--- src/rtl/if_fetch_stage_pkg.sv ---
// Shared CPU definitions for the instruction fetch stage.
package if_fetch_stage_pkg;

    localparam logic [31:0] PC_RESET_VECTOR = 32'hBFC0_0000;

    typedef enum logic [1:0] {
        IDLE,
        REQ,
        WAIT
    } fetch_state_t;

    typedef struct packed {
        logic [31:0] pc;
        logic [31:0] instr;
    } ifbuf_entry_t;

endpackage

--- src/rtl/if_fetch_stage_if.sv ---
// Fetch-stage bus: instruction memory handshake, redirect input and IF/ID output.
interface if_fetch_stage_if;

    logic        Redirect_Valid;
    logic [31:0] Redirect_PC;
    logic        inst_req;
    logic [31:0] inst_addr;
    logic        inst_addr_ok;
    logic        inst_data_ok;
    logic [31:0] inst_rdata;
    logic        IF_Valid;
    logic [31:0] IF_Instr;
    logic [31:0] IF_PC;
    logic [31:0] IF_PCAdd1;
    logic        IF_IDWr;

    // Fetch stage side
    modport master (
        input  Redirect_Valid, Redirect_PC, inst_addr_ok, inst_data_ok, inst_rdata, IF_IDWr,
        output inst_req, inst_addr, IF_Valid, IF_Instr, IF_PC, IF_PCAdd1
    );

    // Memory / pipeline side
    modport slave (
        output Redirect_Valid, Redirect_PC, inst_addr_ok, inst_data_ok, inst_rdata, IF_IDWr,
        input  inst_req, inst_addr, IF_Valid, IF_Instr, IF_PC, IF_PCAdd1
    );

endinterface

--- src/rtl/if_inst_fifo.sv ---
// Two-entry instruction buffer between fetch and decode; head is entry 0.
module if_inst_fifo
    import if_fetch_stage_pkg::*;
(
    input  logic         clk_i,
    input  logic         rst_ni,
    input  logic         push_i,
    input  ifbuf_entry_t push_data_i,
    input  logic         pop_i,
    input  logic         flush_i,
    output logic [1:0]   count_o,
    output ifbuf_entry_t head_o
);

    ifbuf_entry_t entry0_q, entry0_d;
    ifbuf_entry_t entry1_q, entry1_d;
    logic [1:0]   count_q, count_d;
    logic         pop_eff;

    assign pop_eff = pop_i && (count_q != 2'd0);

    // Next-state for entries and count; flush wins over push/pop.
    always_comb begin
        entry0_d = entry0_q;
        entry1_d = entry1_q;
        count_d  = count_q;
        if (flush_i) begin
            entry0_d = '0;
            entry1_d = '0;
            count_d  = 2'd0;
        end else begin
            case ({push_i, pop_eff})
                2'b10: begin
                    if (count_q == 2'd0) entry0_d = push_data_i;
                    else                 entry1_d = push_data_i;
                    count_d = count_q + 2'd1;
                end
                2'b01: begin
                    entry0_d = entry1_q;
                    entry1_d = '0;
                    count_d  = count_q - 2'd1;
                end
                2'b11: begin
                    // Count is unchanged; the new word lands behind whatever remains.
                    if (count_q == 2'd2) begin
                        entry0_d = entry1_q;
                        entry1_d = push_data_i;
                    end else begin
                        entry0_d = push_data_i;
                    end
                end
                default: ;
            endcase
        end
    end

    // Buffer state registers.
    always_ff @(posedge clk_i or negedge rst_ni) begin
        if (!rst_ni) begin
            entry0_q <= '0;
            entry1_q <= '0;
            count_q  <= 2'd0;
        end else begin
            entry0_q <= entry0_d;
            entry1_q <= entry1_d;
            count_q  <= count_d;
        end
    end

    assign count_o = count_q;
    assign head_o  = (count_q != 2'd0) ? entry0_q : '0;

endmodule

--- src/rtl/if_fetch_stage.sv ---
// Instruction fetch stage: one outstanding request, 2-entry buffer, redirect with stale drop.
module if_fetch_stage
    import if_fetch_stage_pkg::*;
(
    input  logic               clk,
    input  logic               rst,
    if_fetch_stage_if.master   fetch_io
);

    fetch_state_t state_q;
    logic [31:0]  fpc_q;
    logic [31:0]  req_pc_q;     // PC of the request currently in flight
    logic [31:0]  hold_addr_q;  // address kept on the bus after a redirect before addr_ok
    logic         hold_q;
    logic         stale_q;

    logic         redirect;
    logic         push;
    logic         pop;
    logic [1:0]   count;
    logic [31:0]  inst_addr;
    ifbuf_entry_t head;
    ifbuf_entry_t push_entry;

    assign redirect   = fetch_io.Redirect_Valid;
    assign push       = (state_q == WAIT) && fetch_io.inst_data_ok && !stale_q && !redirect;
    assign pop        = fetch_io.IF_IDWr && (count != 2'd0) && !redirect;
    assign push_entry = '{pc: req_pc_q, instr: fetch_io.inst_rdata};
    assign inst_addr  = hold_q ? hold_addr_q : fpc_q;

    if_inst_fifo u_fifo (
        .clk_i      (clk),
        .rst_ni     (rst),
        .push_i     (push),
        .push_data_i(push_entry),
        .pop_i      (pop),
        .flush_i    (redirect),
        .count_o    (count),
        .head_o     (head)
    );

    // Fetch FSM together with PC, in-flight PC and stale tracking.
    always_ff @(posedge clk or negedge rst) begin
        if (!rst) begin
            state_q     <= REQ;
            fpc_q       <= PC_RESET_VECTOR;
            req_pc_q    <= '0;
            hold_addr_q <= '0;
            hold_q      <= 1'b0;
            stale_q     <= 1'b0;
        end else begin
            if (redirect) fpc_q <= fetch_io.Redirect_PC;
            unique case (state_q)
                REQ: begin
                    if (fetch_io.inst_addr_ok) begin
                        state_q  <= WAIT;
                        hold_q   <= 1'b0;
                        req_pc_q <= inst_addr;
                        // A held address was already replaced in fpc_q; do not advance past it.
                        if (!redirect && !hold_q) fpc_q <= fpc_q + 32'd4;
                        if (redirect) stale_q <= 1'b1;
                    end else if (redirect) begin
                        stale_q <= 1'b1;
                        if (!hold_q) begin
                            hold_q      <= 1'b1;
                            hold_addr_q <= fpc_q;
                        end
                    end
                end
                WAIT: begin
                    if (fetch_io.inst_data_ok) begin
                        stale_q <= 1'b0;
                        state_q <= stale_q ? REQ : IDLE;
                    end else if (redirect) begin
                        stale_q <= 1'b1;
                    end
                end
                IDLE: begin
                    if (redirect || (count != 2'd2) || pop) state_q <= REQ;
                end
                default: state_q <= REQ;
            endcase
        end
    end

    assign fetch_io.inst_req  = (state_q == REQ);
    assign fetch_io.inst_addr = inst_addr;
    assign fetch_io.IF_Valid  = (count != 2'd0);
    assign fetch_io.IF_Instr  = head.instr;
    assign fetch_io.IF_PC     = head.pc;
    assign fetch_io.IF_PCAdd1 = (count != 2'd0) ? (head.pc + 32'd4) : 32'd0;

endmodule
--- src/flat_wrapper.sv ---
// flat-port wrapper written by rule: the top's interface ports become plain ports
module if_fetch_stage_flat import if_fetch_stage_pkg::*;
  (clk, rst, fetch_io_Redirect_Valid, fetch_io_Redirect_PC, fetch_io_inst_addr_ok, fetch_io_inst_data_ok, fetch_io_inst_rdata, fetch_io_IF_IDWr, fetch_io_inst_req, fetch_io_inst_addr, fetch_io_IF_Valid, fetch_io_IF_Instr, fetch_io_IF_PC, fetch_io_IF_PCAdd1);
  if_fetch_stage_if fetch_io_i ();
  input  logic clk;
  input  logic rst;
  input wire logic [$bits(fetch_io_i.Redirect_Valid)-1:0] fetch_io_Redirect_Valid;
  input wire logic [$bits(fetch_io_i.Redirect_PC)-1:0] fetch_io_Redirect_PC;
  input wire logic [$bits(fetch_io_i.inst_addr_ok)-1:0] fetch_io_inst_addr_ok;
  input wire logic [$bits(fetch_io_i.inst_data_ok)-1:0] fetch_io_inst_data_ok;
  input wire logic [$bits(fetch_io_i.inst_rdata)-1:0] fetch_io_inst_rdata;
  input wire logic [$bits(fetch_io_i.IF_IDWr)-1:0] fetch_io_IF_IDWr;
  output wire logic [$bits(fetch_io_i.inst_req)-1:0] fetch_io_inst_req;
  output wire logic [$bits(fetch_io_i.inst_addr)-1:0] fetch_io_inst_addr;
  output wire logic [$bits(fetch_io_i.IF_Valid)-1:0] fetch_io_IF_Valid;
  output wire logic [$bits(fetch_io_i.IF_Instr)-1:0] fetch_io_IF_Instr;
  output wire logic [$bits(fetch_io_i.IF_PC)-1:0] fetch_io_IF_PC;
  output wire logic [$bits(fetch_io_i.IF_PCAdd1)-1:0] fetch_io_IF_PCAdd1;
  assign fetch_io_i.Redirect_Valid = fetch_io_Redirect_Valid;
  assign fetch_io_i.Redirect_PC = fetch_io_Redirect_PC;
  assign fetch_io_i.inst_addr_ok = fetch_io_inst_addr_ok;
  assign fetch_io_i.inst_data_ok = fetch_io_inst_data_ok;
  assign fetch_io_i.inst_rdata = fetch_io_inst_rdata;
  assign fetch_io_i.IF_IDWr = fetch_io_IF_IDWr;
  assign fetch_io_inst_req = fetch_io_i.inst_req;
  assign fetch_io_inst_addr = fetch_io_i.inst_addr;
  assign fetch_io_IF_Valid = fetch_io_i.IF_Valid;
  assign fetch_io_IF_Instr = fetch_io_i.IF_Instr;
  assign fetch_io_IF_PC = fetch_io_i.IF_PC;
  assign fetch_io_IF_PCAdd1 = fetch_io_i.IF_PCAdd1;
  if_fetch_stage u_core (.clk(clk), .rst(rst), .fetch_io(fetch_io_i));
endmodule
--- config.mk ---
export PLATFORM = sky130hd
export DESIGN_NAME = if_fetch_stage_flat
export DESIGN_NICKNAME = d
export VERILOG_FILES = /design/src/rtl/if_fetch_stage_pkg.sv /design/src/rtl/if_fetch_stage_if.sv /design/src/rtl/if_inst_fifo.sv /design/src/rtl/if_fetch_stage.sv /design/src/flat_wrapper.sv
export SDC_FILE = /design/constraint.sdc
export NUM_CORES = 1
export LEC_CHECK = 0
export ABC_AREA = 1
export BUFFER_PORTS_ARGS = -buffer_cell sky130_fd_sc_hd__buf_2
export CORE_ASPECT_RATIO = 0.75
export CORE_UTILIZATION = 45
export CTS_CLUSTER_DIAMETER = 120
export DETAILED_ROUTE_END_ITERATION = 10
export PLACE_DENSITY = 0.7
export SLEW_MARGIN = 20
export SYNTH_ARGS = -nofsm -noshare
export SYNTH_HDL_FRONTEND = slang
export SYNTH_HIERARCHICAL = 1
export SYNTH_SLANG_ARGS = --single-unit
export TNS_END_PERCENT = 1
--- constraint.sdc ---
create_clock -name clk -period 3.5 [get_ports clk]
set_input_delay 0.35 -clock clk [delete_from_list [all_inputs] [get_ports clk]]
set_output_delay 0.35 -clock clk [all_outputs]
set_load 0.005 [all_outputs]
==> results.json, run 1 <==
{
  "status": "complete, no violations",
  "worstMarginPinSlew_ps": 770,
  "path_clk_slew_ps": 60,
  "critPathBufInv": 3,
  "min_period_ps": 3390,
  "crit_chain": "inv_1 > nand2_1 > inv_4 > nor2_2 > ha_1 > nand2_1 > nor2_1 > nand4_1 > o21ai_0 > nor2_1 > buf_2",
  "grt_usage_pct": 26.8,
  "synth_warnings": 6,
  "place_ws_ps": 511,
  "p_comb_share_pct": 34.1,
  "crit_slowest_cell": "dfrtp_1",
  "die_x_um": 203,
  "grt_pass1_wl_mm": 68.1,
  "p_leak_nw": 8.41,
  "fin_util_pct": 53.4,
  "fin_worst_skew_ps": 20.8,
  "nets": 2263,
  "yosysTopAreaCellShare_pct": 40.2,
  "synth_area_mm2": 0.0137,
  "setup_viol": 0,
  "reg2reg_depth": 12,
  "initial_core_util_pct": 46.4,
  "io_buffers": 199,
  "io_pins": 200,
  "irDropWorstVdd_v": 0.000433,
  "num_antenna_cells": 0,
  "clk_latency_ps": 540,
  "root_buffer": "clkbuf_16",
  "intPower_mw": 6.17,
  "ys_top_cells_by_area": "dfrtp_1 (40%), nand2_1 (25%), nor2_1 (6.9%)",
  "cts_tree": "built",
  "power_mw": 9.96,
  "path_max_fanout": 27,
  "async_reset_ff_share_pct": 100,
  "whs_path_depth": 3,
  "place_area_mm2": 0.0149,
  "drc": 0,
  "numCtsBuffers": 24,
  "r2r_end": "u_core/u_fifo/entry0_q[48]$_DFFE_PN0P_",
  "cpPeakStageDelay_ps": 450,
  "syn_inst": 2041,
  "seqPwrFrac_pct": 39.3,
  "p_sw_mw": 3.79,
  "crit_arrival_ps": 3040,
  "grt_pass1_vias": 12868,
  "grt.overflow.total": 0,
  "vias_per_cell": 5.25,
  "cp.depth": 11,
  "synth-edff-count": 0,
  "ys_ff_latch": 230,
  "dieArea_mm2": 0.0312,
  "clockBufferDepth": 3,
  "ant_nets": 0,
  "drt-pass1-iter-count": 5,
  "finalHoldViolations": 0,
  "avgSynthCellArea_um2": 6.71,
  "syn_nets": 2120,
  "rsz0062_at_grt": "yes",
  "synth_top_cell_by_area": "dfrtp_1",
  "avgRoutedWirePerCell_um": 15.9,
  "slew_viol_final": 0,
  "cts.htree.levels": 1,
  "layout_commonest_cell": "nand2_1",
  "drive_gt1_share_pct": 16.3,
  "vias": 13612,
  "place_congestion": 0.991,
  "maxCapViolations": 0,
  "max_freq_mhz": 295,
  "p_per_area_mw_per_mm2": 631,
  "rows": 54,
  "synth_ff_type": "dfrtp_1",
  "area_delta_synth_final_pct": 15.1,
  "relSlewSlack_pct": 48.7,
  "die_y_um": 153,
  "worstPathRequired_ps": 3150,
  "cts.sinks": 230,
  "fin_area_mm2": 0.0158,
  "worstHoldStart": "fetch_io_Redirect_PC[0]",
  "grt_max_degree": 104,
  "switching_share_pct": 38.1,
  "hold_path.class": "input pin to flip-flop",
  "antenna_found_initial": 1,
  "worstSetupStartpoint": "u_core/u_fifo/count_o[1]$_DFFE_PN0P_",
  "fp.coreArea_mm2": 0.0295,
  "hpwl_mm": 28.2,
  "reg2reg_setup_slack_ps": 650,
  "worstSetupPathType": "flip-flop to primary output",
  "hold_path_end": "u_core/fpc_q[0]$_DFFE_PN0P_",
  "endpoint_kind": "primary output",
  "seq_area_frac_synth_pct": 42.1,
  "ys_types": 38,
  "path_delay_family": "simple AND/OR/NAND/NOR gates",
  "clock_power_share_pct": 26.5,
  "wl_mm": 41.3,
  "period_share_pct": 96.8,
  "worst_slack_ps": 112,
  "reg2reg_from": "u_core/state_q[0]$_DFFE_PN1P_",
  "worstSetupStartpointType": "flip-flop",
  "mostFrequentLayoutCells": "nand2_1 (908), nor2_1 (232), dfrtp_1 (220)",
  "cts_setup_buffers": 0,
  "first_iter_violations": 1190
}
## power groups by stage
stage	Clock, mW	Combinational, mW	Sequential, mW
2_1_floorplan	0	2.31	3.78
3_3_place_gp	0	3.28	3.92
5_1_grt	2.78	3.88	4.00
6_report	2.64	3.40	3.92
4_1_cts	2.69	3.37	3.91
3_5_place_dp	0	3.35	3.95
## routing by layer
layer	GRT usage, %	up-vias	part of all wire, %
li1	-	6630	-
met2	40.7	490	44
met3	4.71	61	7.6
met1	39.6	6429	47
met5	0	-	0.024
met4	5.76	2	1.7
## worst reg2reg max path: cells and delay by family, from the launching register on
kind / cells / cell delay, ps
AND/OR/NAND/NOR: 7 / 1290
flip-flops: 1 / 380
buffers and inverters: 3 / 650
adder cells (fa/ha/maj): 2 / 460
## flip-flops by register name (all words and copies together), names as in the netlist
register                flops
u_core/u_fifo/entry1_q     64
u_core/state_q              2
u_core/hold_q               1
u_core/u_fifo/entry0_q     64
u_core/stale_q              1
u_core/u_fifo/count_o       2
u_core/fpc_q               32
u_core/hold_addr_q         32
u_core/req_pc_q            32
## worst max path at each step
stage	slack [ps]	to
final	110	fetch_io_IF_PCAdd1[22]
after global routing	-90	fetch_io_IF_PCAdd1[22]
after CTS	-30	fetch_io_IF_PCAdd1[22]
after detailed placement	510	fetch_io_IF_PCAdd1[31]
after global placement	470	fetch_io_IF_PCAdd1[31]
after floorplan	1040	fetch_io_IF_PCAdd1[30]
## kinds of logic after synthesis
group	share of synthesized area [%]
simple gates	40.8
buf+inv	8.70
flops	42.1
compound gates	4.17
mux	2.52
xor+xnor	0.895
fa+ha+maj	0.822
## timing repair
| item | in CTS | in global routing |
|---|---|---|
| hold buffers | 1 | 0 |
| hold endpoints to repair | 69 | 0 |
| gates resized for setup | 1 | 26 |
| endpoints found under the setup margin | 5 | 24 |
## cell usage after synthesis, types with 8 or more instances
cell type and number:
buf_2 60, buf_6 8, clkbuf_1 27, dfrtp_1 220, dfstp_2 10, ha_1 9
inv_1 156, mux2_2 25, nand2_1 912, nand3_1 110, nand4_1 67, nor2_1 253
nor2_2 10, nor3_1 8, o21ai_0 58, o21ai_1 26, xor2_1 8
## cell type report
class / instances / area [um^2]
Clock inverter: 5 / 56.3
Timing Repair Buffer: 228 / 1250
Tap cell: 392 / 490
Sequential cell: 230 / 5770
Multi-Input combinational cell: 1538 / 6830
Fill cell: 2973 / 13800
Inverter: 162 / 614
Clock buffer: 38 / 754
## per-stage QoR
step | setup TNS [ps] | hold WS (ps) | cells
after global routing | -306 | 55.9 | 2593
after CTS | -89.1 | 2.40 | 2593
final | 0 | 19.0 | 2593
after detailed placement | 0 | 372 | 2549
after floorplan | 0 | 54.4 | 2041
after global placement | 0 | 364 | 2549
(Power assumes the default switching activity.)
==> run 2, diff against run 1 <==
Settings changed: CELL_PAD_IN_SITES_DETAIL_PLACEMENT set to 1, CELL_PAD_IN_SITES_GLOBAL_PLACEMENT set to 1, CORE_UTILIZATION 45 to 44, PLACE_DENSITY 0.7 to 0.91, SLEW_MARGIN 20 to 15.
==> run 2 against run 1 <==
- critical path depth increased by 2
- fmax increased by 3.3%
- non-clock buffer count is 2 lower
- largest power group unchanged
- highest routed layer is now met4
==> results.json, run 2 (synthesis results as in run 1) <==
{
  "seqPwrFrac_pct": 39.0,
  "fin_area_mm2": 0.0158,
  "finalHoldViolations": 0,
  "dieArea_mm2": 0.0319,
  "max_freq_mhz": 305,
  "path_clk_slew_ps": 60,
  "worst_slack_ps": 221,
  "p_per_area_mw_per_mm2": 646,
  "wl_mm": 48.1,
  "p_comb_share_pct": 34.9,
  "worstSetupStartpointType": "flip-flop",
  "slew_viol_final": 0,
  "antenna_found_initial": 0,
  "status": "complete, no violations",
  "mostFrequentLayoutCells": "nand2_1 (908), nor2_1 (226), dfrtp_1 (219)",
  "place_ws_ps": 486,
  "ant_nets": 0,
  "worstSetupPathType": "flip-flop to primary output",
  "worstMarginPinSlew_ps": 770,
  "clockBufferDepth": 3,
  "stdcell_count": 2598,
  "drive_gt1_share_pct": 16.6,
  "grt_max_degree": 93,
  "place_area_mm2": 0.0149,
  "worstPathRequired_ps": 3150,
  "grt_usage_pct": 30.4,
  "fp.coreArea_mm2": 0.0304,
  "final.setup.tns_ps": 0,
  "hpwl_mm": 34.3,
  "vias": 14127,
  "reg_top3": "u_core/u_fifo/entry0_q: 64 flops, u_core/u_fifo/entry1_q: 64 flops",
  "intPower_mw": 6.19,
  "clock_power_share_pct": 26.2,
  "nets": 2262,
  "path_max_fanout": 26,
  "grt_pass1_wl_mm": 77.6,
  "io_buffers": 199,
  "numCtsBuffers": 25,
  "dpl.cell_count": 2554,
  "period_share_pct": 93.7,
  "cts.sinks": 230,
  "num_antenna_cells": 0,
  "p_leak_nw": 8.40,
  "area_delta_synth_final_pct": 15.4,
  "fin_worst_skew_ps": 12.8,
  "die_x_um": 206,
  "die_y_um": 155,
  "root_buffer": "clkbuf_16",
  "cts_tree": "built",
  "drt-pass1-iter-count": 5,
  "irDropWorstVdd_v": 0.000568,
  "p_sw_mw": 4.02,
  "grt.overflow.total": 0,
  "place_congestion": 0.955,
  "io_pins": 200,
  "cts_setup_buffers": 0,
  "endpoint_kind": "primary output",
  "fin_util_pct": 52.0,
  "crit_arrival_ps": 2930,
  "layout_commonest_cell": "nand2_1",
  "clk_latency_ps": 540,
  "rows": 55,
  "maxCapViolations": 0,
  "setup_viol": 0,
  "cts.htree.levels": 1,
  "switching_share_pct": 39.4,
  "drc": 0,
  "min_period_ps": 3280,
  "initial_core_util_pct": 45.0,
  "relSlewSlack_pct": 48.7,
  "grt_pass1_vias": 14717,
  "hold_path.class": "input pin to flip-flop",
  "holdWs_ps": 37.2,
  "first_iter_violations": 1089,
  "fillerInstances": 4104,
  "avgRoutedWirePerCell_um": 18.5,
  "vias_per_cell": 5.44,
  "power_mw": 10.2
}
## run 2: cell count changes in the layout (fill, tap and decap cells not counted), moves of 2 or more
cell / delta
nor2_1: -6
nor2_4: +3
clkinvlp_4: +2
buf_4: -4
nor2_2: +3
clkbuf_8: -3
## run 2: worst max-delay path: stages (launching register included)
cell and delay, ps:
dfrtp_1 420, inv_1 110, nand2_1 180, inv_4 190, nor2_2 260, nand2_1 180, nor2_2 210, nand2_1 140
nor2_2 170, nand2_1 120, nor2_1 100, nor2_1 50, nor2_1 120, buf_2 120
## run 2: path summary, 6_finish.rpt
kind	slack, ps	start	end	cells after the start
setup / recovery	220	u_core/u_fifo/count_o[0]$_DFFE_PN0P_	fetch_io_IF_PCAdd1[22]	13
hold / removal	40	fetch_io_Redirect_PC[0]	u_core/fpc_q[0]$_DFFE_PN0P_	3
setup reg to reg	410	u_core/state_q[0]$_DFFE_PN1P_	u_core/u_fifo/entry1_q[51]$_DFFE_PN0P_	12
hold reg to reg	480	u_core/u_fifo/entry1_q[7]$_DFFE_PN0P_	u_core/u_fifo/entry1_q[7]$_DFFE_PN0P_	2
max in group asynchronous	2050	rst	u_core/fpc_q[5]$_DFF_PN0_	3
min in group asynchronous	420	rst	u_core/u_fifo/entry0_q[11]$_DFFE_PN0P_	2
## run 2: repair_timing
item / in CTS / in global routing
endpoints found under the setup margin: 5 / 20
hold endpoints to repair: 85 / 0
resized for setup: 5 / 33
hold buffers: 1 / 0
## run 2: area by class of cell
cell class                 instances  area (um^2)  share of cell area [%]
multi-input combinational       1538         6860                    43.4
timing repair buffer             226         1250                    7.94
clock buffer                      34          709                    4.49
sequential                       230         5770                    36.5
tap                              399          499                    3.16
clock inverter                     9          104                   0.657
inverter                         162          614                    3.88
## run 2: routing by layer
layer  share of wire, %  track usage [%]  up-vias  wire [um]
li1                   -                -     6616          -
met1                 45             43.0     6973      21600
met2                 47             49.8      457      22600
met5                  0                0        -          0
met4                2.4             7.76        0       1170
met3                5.6             3.01       81       2700
## run 2: power by group through the flow
stage                     clock (mW)  sequential, mW  combinational [mW]
after global routing            2.82            4.06                3.99
final                           2.67            3.98                3.56
after global placement             0            3.96                3.27
after detailed placement           0            4.00                3.47
after CTS                       2.72            3.96                3.51
after floorplan                    0            3.78                2.31
==> run 3, diff against run 2 <==
Settings changed: CORE_UTILIZATION 44 to 45, CTS_BUF_LIST set to sky130_fd_sc_hd__clkbuf_2, PLACE_DENSITY 0.91 to 0.92.
==> run 3 against run 2 <==
- fmax fell by 2.3%
- global-route usage grew 3.5 points
- clock skew grew 60 ps
- setup slack got worse by 79 ps
- clock-buffer cell count grew 60
- critical endpoint is now fetch_io_IF_PCAdd1[9]
- largest power group unchanged
==> results.json, run 3 (synthesis results as in run 1) <==
{
  "grt.overflow.total": 0,
  "relSlewSlack_pct": 45.1,
  "finalHoldViolations": 0,
  "cts_tree": "built",
  "grt_pass1_wl_mm": 84.4,
  "die_x_um": 203,
  "fin_worst_skew_ps": 72.9,
  "drive_gt1_share_pct": 18.6,
  "mostFrequentLayoutCells": "nand2_1 (906), nor2_1 (219), dfrtp_1 (219)",
  "initial_core_util_pct": 46.4,
  "min_period_ps": 3360,
  "numCtsBuffers": 58,
  "drc": 0,
  "cts.htree.levels": 2,
  "dpl.cell_count": 2542,
  "grt_usage_pct": 34.0,
  "path_max_fanout": 26,
  "reg2reg_setup_slack_ps": 600,
  "io_buffers": 199,
  "vias_per_cell": 5.55,
  "layout_commonest_cell": "nand2_1",
  "reg_top3": "u_core/u_fifo/entry0_q: 64 flops, u_core/u_fifo/entry1_q: 64 flops",
  "nets": 2367,
  "place_congestion": 0.941,
  "fp.coreArea_mm2": 0.0295,
  "die_y_um": 153,
  "maxCapViolations": 0,
  "vias": 15082,
  "ant_nets": 0,
  "clockBufferDepth": 3,
  "rows": 54,
  "antenna_found_initial": 1,
  "area_delta_synth_final_pct": 19.3,
  "setup_viol": 0,
  "avgRoutedWirePerCell_um": 19.4,
  "stdcell_count": 2719,
  "max_freq_mhz": 298,
  "p_per_area_mw_per_mm2": 590,
  "worstMarginPinSlew_ps": 824,
  "io_pins": 200,
  "multi_input_area_mm2": 0.00697,
  "hold_path.class": "input pin to asynchronous set/reset pin",
  "fillerInstances": 3979,
  "p_leak_nw": 8.72,
  "crit_arrival_ps": 3010,
  "dieArea_mm2": 0.0312,
  "worstSetupStartpointType": "flip-flop",
  "endpoint_kind": "primary output",
  "first_iter_violations": 1192,
  "worstSetupPathType": "flip-flop to primary output",
  "path_clk_slew_ps": 120,
  "slew_viol_final": 0,
  "clk_latency_ps": 950,
  "root_buffer": "clkbuf_2",
  "grt_max_degree": 96,
  "drt-pass1-iter-count": 5,
  "hpwl_mm": 33.3,
  "wl_mm": 52.9,
  "irDropWorstVdd_v": 0.000414,
  "cts.sinks": 230,
  "seqCellArea_mm2": 0.00577,
  "power_mw": 9.65,
  "worstPathRequired_ps": 3150,
  "period_share_pct": 95.9,
  "grt_pass1_vias": 15924,
  "status": "complete, no violations"
}
==> run 3: changes by cell type in the layout (fill, tap and decap cells not counted), sizes merged <==
cell / previous run / this run
dlygate4sd3: 1 / 72
bufinv: 2 / 0
clkinvlp: 2 / 0
buf: 225 / 226
clkbuf: 34 / 94
diode: 0 / 1
inv: 162 / 161
==> run 3: what timing repair did <==
item,in CTS,in global routing
resized for setup,43,26
gates cloned,0,0
setup buffers,1,5
setup endpoints to repair,26,23
pin swaps,0,3
hold endpoints to repair,191,0
hold buffers,72,0
==> run 3: cell type report <==
type	instances	area share, %
Multi-Input combinational cell	1538	42.6
Clock buffer	94	2.88
Sequential cell	230	35.3
Inverter	162	3.79
Clock inverter	4	0.0919
Timing Repair Buffer	298	12.3
Antenna cell	1	0.0153
Tap cell	392	3.00
==> run 3: critical path, stage by stage, from the launching register on <==
cell and delay [ps]:
dfrtp_2 400, inv_1 90, nand2_4 120, inv_8 120
nor2_4 200, nand3_1 220, nor2_1 370, nand2_1 120
o21ai_0 230, nor2_1 80, buf_2 130
==> run 3: through the flow <==
| step | instance area, um^2 | hold WS [ps] | TNS, ps | util (%) | worst slack (ps) |
|---|---|---|---|---|---|
| finish | 16300 | 53.9 | 0 | 55.4 | 142 |
| detailed placement | 14900 | 458 | 0 | 50.3 | 363 |
| global placement | 14900 | 454 | 0 | 50.3 | 498 |
| global route | 16300 | 42.0 | -134 | 55.4 | -45.3 |
| floorplan | 13700 | 54.4 | 0 | - | 1040 |
| CTS | 16200 | 0.816 | -134 | 54.9 | -29.4 |
==> run 3: path summary, 6_finish.rpt <==
| kind | start | endpoint | cells after the start |
|---|---|---|---|
| max reg2reg | u_core/state_q[0]$_DFFE_PN1P_ | u_core/u_fifo/entry0_q[37]$_DFFE_PN0P_ | 12 |
| max | u_core/u_fifo/count_o[1]$_DFFE_PN0P_ | fetch_io_IF_PCAdd1[9] | 10 |
| min | rst | u_core/u_fifo/entry0_q[9]$_DFFE_PN0P_ | 2 |
| min in group clk | fetch_io_Redirect_Valid | u_core/fpc_q[1]$_DFFE_PN0P_ | 2 |
| min reg2reg | u_core/u_fifo/entry1_q[44]$_DFFE_PN0P_ | u_core/u_fifo/entry1_q[44]$_DFFE_PN0P_ | 2 |
| max in group asynchronous | rst | u_core/req_pc_q[25]$_DFFE_PN0P_ | 3 |
==> run 3: routing by layer <==
| layer | global-route usage [%] | routed length [um] | share of wire [%] |
|---|---|---|---|
| met3 | 5.57 | 3480 | 6.6 |
| met2 | 57.9 | 26000 | 49 |
| met1 | 43.4 | 21900 | 41 |
| met5 | 0 | 0 | 0 |
| met4 | 12.4 | 1540 | 2.9 |
==> run 3: power breakdown <==
part	internal (mW)	leakage, nW	switching, mW	total (mW)
clock network	0.686	0.397	1.18	1.87
logic	1.30	5.39	2.48	3.79
registers	3.40	2.93	0.596	3.99
